$ cat config.mk
export PLATFORM = sky130hd
export DESIGN_NAME = fifo_state_reg
export DESIGN_NICKNAME = d
export VERILOG_FILES = /design/src/rtl/fifo_state_reg.sv
export SDC_FILE = /design/constraint.sdc
export NUM_CORES = 1
export LEC_CHECK = 0
export ABC_CLOCK_PERIOD_IN_PS = 2120
export BUFFER_PORTS_ARGS = -buffer_cell sky130_fd_sc_hd__buf_2
export CORE_ASPECT_RATIO = 0.5
export CORE_MARGIN = 2
export CORE_UTILIZATION = 35
export CTS_BUF_LIST = sky130_fd_sc_hd__clkbuf_8
export DETAILED_ROUTE_END_ITERATION = 8
export SLEW_MARGIN = 20
export SYNTH_ARGS = -nofsm -noshare
export SYNTH_HDL_FRONTEND = slang
export SYNTH_SLANG_ARGS = --single-unit
$ cat constraint.sdc
create_clock -name clk -period 2.12 [get_ports clk]
set_clock_uncertainty 0.2 [all_clocks]
set_input_delay 0 -clock clk [delete_from_list [all_inputs] [get_ports clk]]
set_output_delay 0 -clock clk [all_outputs]
set_load 0.01 [all_outputs]
$ cat src/rtl/fifo_state_reg.sv
// -----------------------------------------------------------------------------
// fifo_state_reg
//
// State and storage half of a FIFO. An external controller computes the next
// write pointer, read pointer and occupancy; this block registers them, feeds
// them back, holds the entry storage and presents the head entry show-ahead.
// A sticky error flag reports any next-state triple that is inconsistent.
// The flag only reports: the offending values are still loaded.
//
// Parameters
//   NUM_DATA  FIFO depth, a power of two, at least 2
//   DATA_BW   width of one entry
//
// Ports
//   clk           sole clock, rising edge
//   rst           synchronous, active-high reset
//   wr_data       entry stored on a push
//   reg_push      qualified push, already gated by not-full
//   next_wrptr    controller's next write pointer
//   next_rdptr    controller's next read pointer
//   next_numitem  controller's next occupancy (0..NUM_DATA)
//   wr_ptr        registered write pointer
//   rd_ptr        registered read pointer
//   num_item      registered occupancy
//   rd_data       entry at rd_ptr, no write-to-read bypass
//   err           sticky consistency error, cleared only by reset
// -----------------------------------------------------------------------------
module fifo_state_reg #(
  parameter int NUM_DATA = 4,
  parameter int DATA_BW  = 8
) (
  input  logic                          clk,
  input  logic                          rst,
  input  logic [DATA_BW-1:0]            wr_data,
  input  logic                          reg_push,
  input  logic [$clog2(NUM_DATA)-1:0]   next_wrptr,
  input  logic [$clog2(NUM_DATA)-1:0]   next_rdptr,
  input  logic [$clog2(NUM_DATA):0]     next_numitem,
  output logic [$clog2(NUM_DATA)-1:0]   wr_ptr,
  output logic [$clog2(NUM_DATA)-1:0]   rd_ptr,
  output logic [$clog2(NUM_DATA):0]     num_item,
  output logic [DATA_BW-1:0]            rd_data,
  output logic                          err
);

  localparam int ADDR_BW = $clog2(NUM_DATA);

  // Depth expressed at occupancy width so the overflow compare is same-width.
  localparam logic [ADDR_BW:0] NUM_DATA_W = (ADDR_BW + 1)'(NUM_DATA);

  logic [DATA_BW-1:0] mem [NUM_DATA];

  logic [ADDR_BW-1:0] ptr_span;
  logic               err_detect;

  // Consistency of the incoming next-state triple. The pointer difference
  // wraps naturally at ADDR_BW bits, so it equals the occupancy modulo the
  // depth; a full FIFO (occupancy NUM_DATA) has equal pointers.
  always_comb begin
    // NOTE: every output of a combinational block gets a default first, so
    // no path through the block leaves it unassigned and infers a latch.
    err_detect = 1'b0;
    ptr_span   = next_wrptr - next_rdptr;
    if (next_numitem > NUM_DATA_W) begin
      err_detect = 1'b1;
    end
    if (ptr_span != next_numitem[ADDR_BW-1:0]) begin
      err_detect = 1'b1;
    end
  end

  // NOTE: all sequential state uses non-blocking assignments so every
  // register samples pre-edge values, including mem[wr_ptr] below using the
  // old wr_ptr while wr_ptr itself is being reloaded.
  always_ff @(posedge clk) begin
    if (rst) begin
      wr_ptr   <= '0;
      rd_ptr   <= '0;
      num_item <= '0;
      err      <= 1'b0;
      // NOTE: storage is cleared on reset on purpose: rd_data is read
      // combinationally even when empty and must never show X after reset.
      for (int i = 0; i < NUM_DATA; i++) begin
        mem[i] <= '0;
      end
    end else begin
      wr_ptr   <= next_wrptr;
      rd_ptr   <= next_rdptr;
      num_item <= next_numitem;
      if (err_detect) begin
        err <= 1'b1;
      end
      if (reg_push) begin
        mem[wr_ptr] <= wr_data;
      end
    end
  end

  // Show-ahead head entry; a push to this slot appears only after the edge.
  assign rd_data = mem[rd_ptr];

endmodule

==> summary.txt, run 1 <==
Logic synthesis
  • Avg Inst Size Synth: 15.7 um^2
  • Synthesized area: 1740 um^2
  • Main area contributors after synthesis: edfxtp_1, and2_1, mux4_2, dfxtp_1, nor2b_1
  • Mapped Nets: 130
  • YS warnings: 0
  • Top-area cell type share of the netlist area: 0.553
  • Yosys reg bits: 40
  • Area leader, netlist: edfxtp_1
  • Post-synthesis sequential area ratio: 0.645
  • Cell variety after synth: 23
  • Synth Instances: 111

Cells and area
  • Fin cells: 245
  • # diodes: 0
  • Share of layout cells above drive strength 1: 0.326
  • Finished Core Util: 0.476
  • Layout fillers: 469
  • Final net count: 193
  • Area Overhead vs Synth: 33.0%
  • Register area: 1120 um^2
  • Multi-input logic area: 592 um^2

Timing
  • Setup TNS: 0 ps
  • Final max-slew violation count: 0
  • RSZ-0062 raised after global routing: no
  • Period minus WS final: 1710 ps
  • Slew @ Worst Pin: 506 ps
  • Fmax: 584 MHz
  • Slew headroom: 0.662
  • Fin. Hold Viols: 0
  • Setup violators final: 0
  • Post-route clock period utilization: 0.808

Clock tree
  • CTS tree: yes
  • H-tree depth: 2
  • Clock Latency Late Sink: 290 ps
  • Clock root cell: clkbuf_8
  • CTS clk-pin slew, worst paths: 80 ps
  • Clk sinks: 40
  • Hold_buf cts: 23
  • CTS Buf Count: 5
  • Post-CTS sizing: 0
  • Bufs on Longest Clock Path: 2
  • # Post-CTS Setup Buffers: 0

Critical path
  • CP max FO: 12
  • Crit path cell chain: dlygate4sd3_1 > buf_2 > nand2b_4 > nor3b_4 > or2_2
  • Slowest-stage cell, CP: dlygate4sd3_1
  • Critical path class: input pin to flop
  • Startpoint Class: input pin
  • Bufs and invs on worst path: 2
  • Crit path max-delay family: simple AND/OR/NAND/NOR gates
  • Type of element capturing the critical path: flop
  • Crit path largest cell delay: 520 ps
  • WP data arrival: 1500 ps
  • Required time at the worst-slack endpoint: 1910 ps

Drt
  • # DRC: 0
  • Via count: 1061
  • WL final: 3.36 mm
  • TritonRoute pass-1 iters: 4
  • Antenna-violating nets left: 0
  • DR vias/cell: 4.33
  • Initial drt markers: 29
  • WL per Instance: 13.7 um

Floorplan
  • I/O pin cnt: 34
  • Die area: 5580 um^2
  • Initial Util: 0.358
  • CORE AREA: 4860 um^2
  • Vert. Die Dim: 53.8 um
  • Placement Rows: 18
  • Die W: 104 um

Pwr
  • VDD IR max: 0.258 mV
  • Power Density: 685 nW/um^2
  • Leakage: 0.940 nW

Placed design
  • Number of port buffers: 33
  • Final RePlAce weighted congestion: 0.700
  • Final HPWL DP: 2.24 mm
  • DP Cell Count: 214

GRT
  • Overall routing resource usage: 0.134
  • Pin count of the biggest net entering global routing: 14
  • GRT overflow: 0
  • Vias in the first global route: 1073
  • Wire length of the first global-routing pass: 5.35 mm
  • Initial antenna violation count: 0

Run
  • Number of max-cap violations: 0

Outcome
  • Status: finished clean

Min path
  • Worst Hold Class: input pin to flop
registers in the layout, indices dropped and copies added, names as in the netlist:
name	flops
err	1
num_item	3
mem	32
rd_ptr	2
wr_ptr	2
layer usage:
layer  wire (um)  GRT usage  vias to the layer above
met5           0          0                        -
met4          48     0.0473                        0
met3         169     0.0436                        6
met2        1560      0.232                       23
met1        1580      0.163                      506
li1            -          -                      526
power breakdown:
group          internal (mW)  switching [mW]
clock network          0.227           0.262
logic                  0.105          0.0852
registers              0.887          0.0178
total                   1.22           0.365
cells in the final DEF, fill, tap and decap left out, drive strengths merged:
cell type / count
nand3: 1
nand2: 2
inv: 2
edfxtp: 32
clkinv: 1
xnor2: 2
clkbuf: 5
nor2: 1
buf: 36
ha: 1
and2: 32
mux4: 8
nand2b: 1
o31a: 1
o21ai: 1
or2: 2
a21oi: 2
dlygate4sd3: 23
dfxtp: 8
nor2b: 6
nor3: 1
nor3b: 3
and2b: 1
xor2: 1
clkinvlp: 2
layout make-up:
cell class / count / area share
flip-flops and latches: 40 / 0.485
multi-input cells: 66 / 0.256
repair buffers: 59 / 0.181
well taps: 70 / 0.0379
clock buffers: 5 / 0.0297
clock inverters: 3 / 0.00811
inverters: 2 / 0.00324
Yosys cell counts:
library cell and number:
ha_1 1, edfxtp_1 32, dfxtp_1 8, nor3b_1 1
nand2_1 2, xnor2_1 2, and2b_1 1, o21ai_0 1
inv_1 2, a21oi_1 2, nor3_4 1, nor3b_4 2
or2_2 2, xor2_1 1, buf_6 1, clkbuf_1 2
nand2b_4 1, nand3_1 1, mux4_2 8, nor2b_1 6
nor2_1 1, and2_1 32, o31a_1 1
cells by family after synthesis:
logic type / share of synthesized area
flip-flops: 0.645
AND/OR/NAND/NOR: 0.201
buffers and inverters: 0.0151
AO/OA/AOI/OAI: 0.0137
multiplexers: 0.104
XOR/XNOR: 0.0151
adder cells (fa/ha/maj): 0.00719
metrics by stage:
stage / power [mW] / setup slack [ps] / hold slack [ps] / instance area, um^2
after floorplan: 1.01 / 312 / -71.8 / 1740
after global routing: 1.66 / 297 / 139 / 2310
after global placement: 1.08 / 527 / 45.6 / 2000
after detailed placement: 1.08 / 479 / 38.4 / 2000
final: 1.58 / 408 / 117 / 2310
after CTS: 1.60 / 397 / 123 / 2310
path summary, 6_finish.rpt:
check	from	end	cells past startpoint	slack (ps)
worst min-delay path	reg_push	mem[2][2]	4	120
worst min register to register	err	err	1	290
worst max register to register	wr_ptr[0]	mem[1][1]	2	480
worst max-delay path	rst	mem[1][1]	5	410
worst register-to-register path, delay by kind of cell (launching register included):
family,cells,cell delay [ps]
and+or+nand+nor,2,660
DFF,1,490
(Power assumes the default switching activity.)
==> inputs of run 2 (changes only) <==
Settings changed: ABC_CLOCK_PERIOD_IN_PS 2120 to 1600.
Clock period 2.12 ns to 1.6 ns, I/O delays scaled along.
==> run 2 against run 1 <==
  * The flow now finishes with violations (setup timing)
  * Via count up 2.3%
  * First-iteration DRC count increased by 21%
  * Register-to-register slack got worse by 390 ps
  * Power is 52% higher
  * Sequential power is 32% higher
  * Combinational power rose by 47%
  * Design area rose by 5.2%
  * Die area stayed put
  * Routed wire length fell by 0.83%
  * Worst hold slack worse by 110 ps
  * Flip-flop and latch count did not move
  * Critical path type is now flop to output port
  * Highest routed layer unchanged
==> summary.txt, run 2 (synthesized netlist as in run 1, its figures left out) <==
Outcome
  • Status: complete, but fails checks
  • Failing checks: setup timing

Clock tree
  • H-tree depth: 2
  • CTS tree: yes
  • Clock root cell: clkbuf_8
  • CTS Buf Count: 5
  • CTS clk-pin slew, worst paths: 70 ps
  • Clk sinks: 40
  • Bufs on Longest Clock Path: 2
  • Clock Latency Late Sink: 280 ps

Floorplan
  • Initial Util: 0.358
  • Die area: 5580 um^2
  • Placement Rows: 18
  • I/O pin cnt: 34
  • Vert. Die Dim: 53.8 um
  • Die W: 104 um
  • CORE AREA: 4860 um^2

Timing
  • Post-route clock period utilization: 1.01
  • Fin worst setup slack: -12.6 ps
  • Final max-slew violation count: 0
  • Fmax: 620 MHz
  • Setup violators final: 1
  • Fin. Hold Viols: 0
  • Hold_ws: 2.91 ps
  • RSZ-0062 raised after global routing: yes
  • Slew @ Worst Pin: 369 ps
  • Slew headroom: 0.753
  • Period minus WS final: 1610 ps

Critical path
  • Bufs and invs on worst path: 2
  • Required time at the worst-slack endpoint: 1400 ps
  • Type of element capturing the critical path: output port
  • Crit path cell chain: buf_12 > mux4_2 > buf_6
  • Worst R2R Setup Slack: 90 ps
  • Reg-to-reg startpoint: wr_ptr[0]
  • Crit path largest cell delay: 520 ps
  • Critical path depth: 3
  • CP max FO: 9
  • FF-to-FF End: mem[0][4]
  • WP data arrival: 1410 ps
  • Critical path class: flop to output port
  • Startpoint Class: flop
  • Slowest-stage cell, CP: mux4_2
  • Crit. Startpoint: rd_ptr[0]
  • Worst reg2reg path depth: 2
  • Crit path max-delay family: multiplexers

Cells and area
  • Most frequent cells in the layout: and2_1, edfxtp_1, buf_2
  • Layout fillers: 441
  • Leading registers by flop count: mem x32, num_item x3
  • # diodes: 0
  • Final net count: 200
  • Top reg by flops: mem
  • Area Overhead vs Synth: 39.9%
  • Share of layout cells above drive strength 1: 0.365
  • Fin cells: 251
  • Largest register FFs: 32

GRT
  • Overall routing resource usage: 0.129
  • GRT overflow: 0
  • Wire length of the first global-routing pass: 5.18 mm
  • Pin count of the biggest net entering global routing: 13
  • Vias in the first global route: 1069
  • Initial antenna violation count: 0

Placed design
  • Number of port buffers: 33
  • Final RePlAce weighted congestion: 0.707
  • DP Cell Count: 218
  • Final HPWL DP: 2.15 mm
  • Dpl ws: 2.63 ps

Min path
  • Min-Delay Endpoint: err
  • Hold_sp: rst
  • Worst Hold Class: input pin to flop
  • Worst Hold Depth: 4

Drt
  • WL final: 3.33 mm
  • Routed wl met2: 1.59 mm
  • Via count: 1085
  • Initial drt markers: 35
  • Top routing layer in use: met4
  • DR vias/cell: 4.32
  • TritonRoute pass-1 iters: 4
  • Antenna-violating nets left: 0
  • WL per Instance: 13.3 um
  • WL met3: 166 um
  • Metal-1 WL: 1.53 mm
  • # DRC: 0

Pwr
  • VDD IR max: 0.394 mV
  • Leakage: 1.01 nW
  • Power Density: 992 nW/um^2

Run
  • Number of max-cap violations: 0
==> run 2: cell types whose count changed in the layout (fill, tap and decap cells not counted), sizes merged <==
| cell | change |
|---|---|
| buf | +8 |
| bufinv | +2 |
| clkinv | -1 |
| clkinvlp | -2 |
| dlygate4sd3 | -1 |
==> run 2: power breakdown <==
group          switching (mW)  internal, mW
Combinational           0.122         0.157
Clock                   0.330         0.614
Sequential             0.0177          1.18
Total                   0.469          1.95
==> run 2: what timing repair did <==
action                                  in CTS  in global routing
buffers inserted                             0                  4
hold buffers                                22                  0
pin swaps                                    0                  1
endpoints found under the hold margin       40                  0
resized for setup                            2                  2
endpoints found under the setup margin      16                 25
==> run 2: cell type report <==
type / instances / area, um^2 / area share
clock buffer: 5 / 68.8 / 0.0283
timing repair buffer: 66 / 493 / 0.203
inverter: 2 / 7.51 / 0.00308
sequential: 40 / 1120 / 0.461
clock inverter: 2 / 60.1 / 0.0247
tap: 70 / 87.6 / 0.0360
multi-input combinational: 66 / 594 / 0.244
==> run 2: through the flow <==
step	util	setup TNS, ps	area [um^2]	total power [mW]
after global placement	0.419	0	2040	1.44
after global routing	0.500	-381	2430	2.50
after CTS	0.492	-146	2390	2.43
after detailed placement	0.419	0	2040	1.45
after floorplan	-	0	1740	1.34
final	0.500	-12.6	2430	2.41
==> run 2: worst max path at each step <==
stage	to
2_1_floorplan	mem[2][0]
3_3_place_gp	mem[0][5]
3_5_place_dp	mem[0][3]
4_1_cts	rd_data[4]
5_1_grt	rd_data[4]
6_report	rd_data[4]
==> run 2: worst reg2reg max path, cell delays in order (launching register included) <==
cell,delay [ps]
dfxtp_1,360
nor3_4,380
or2_4,270
==> run 2: layer usage <==
layer  track usage  vias up
met5             0        -
met4        0.0473        0
met3        0.0387        5
met2         0.224       25
met1         0.158      518
li1              -      537
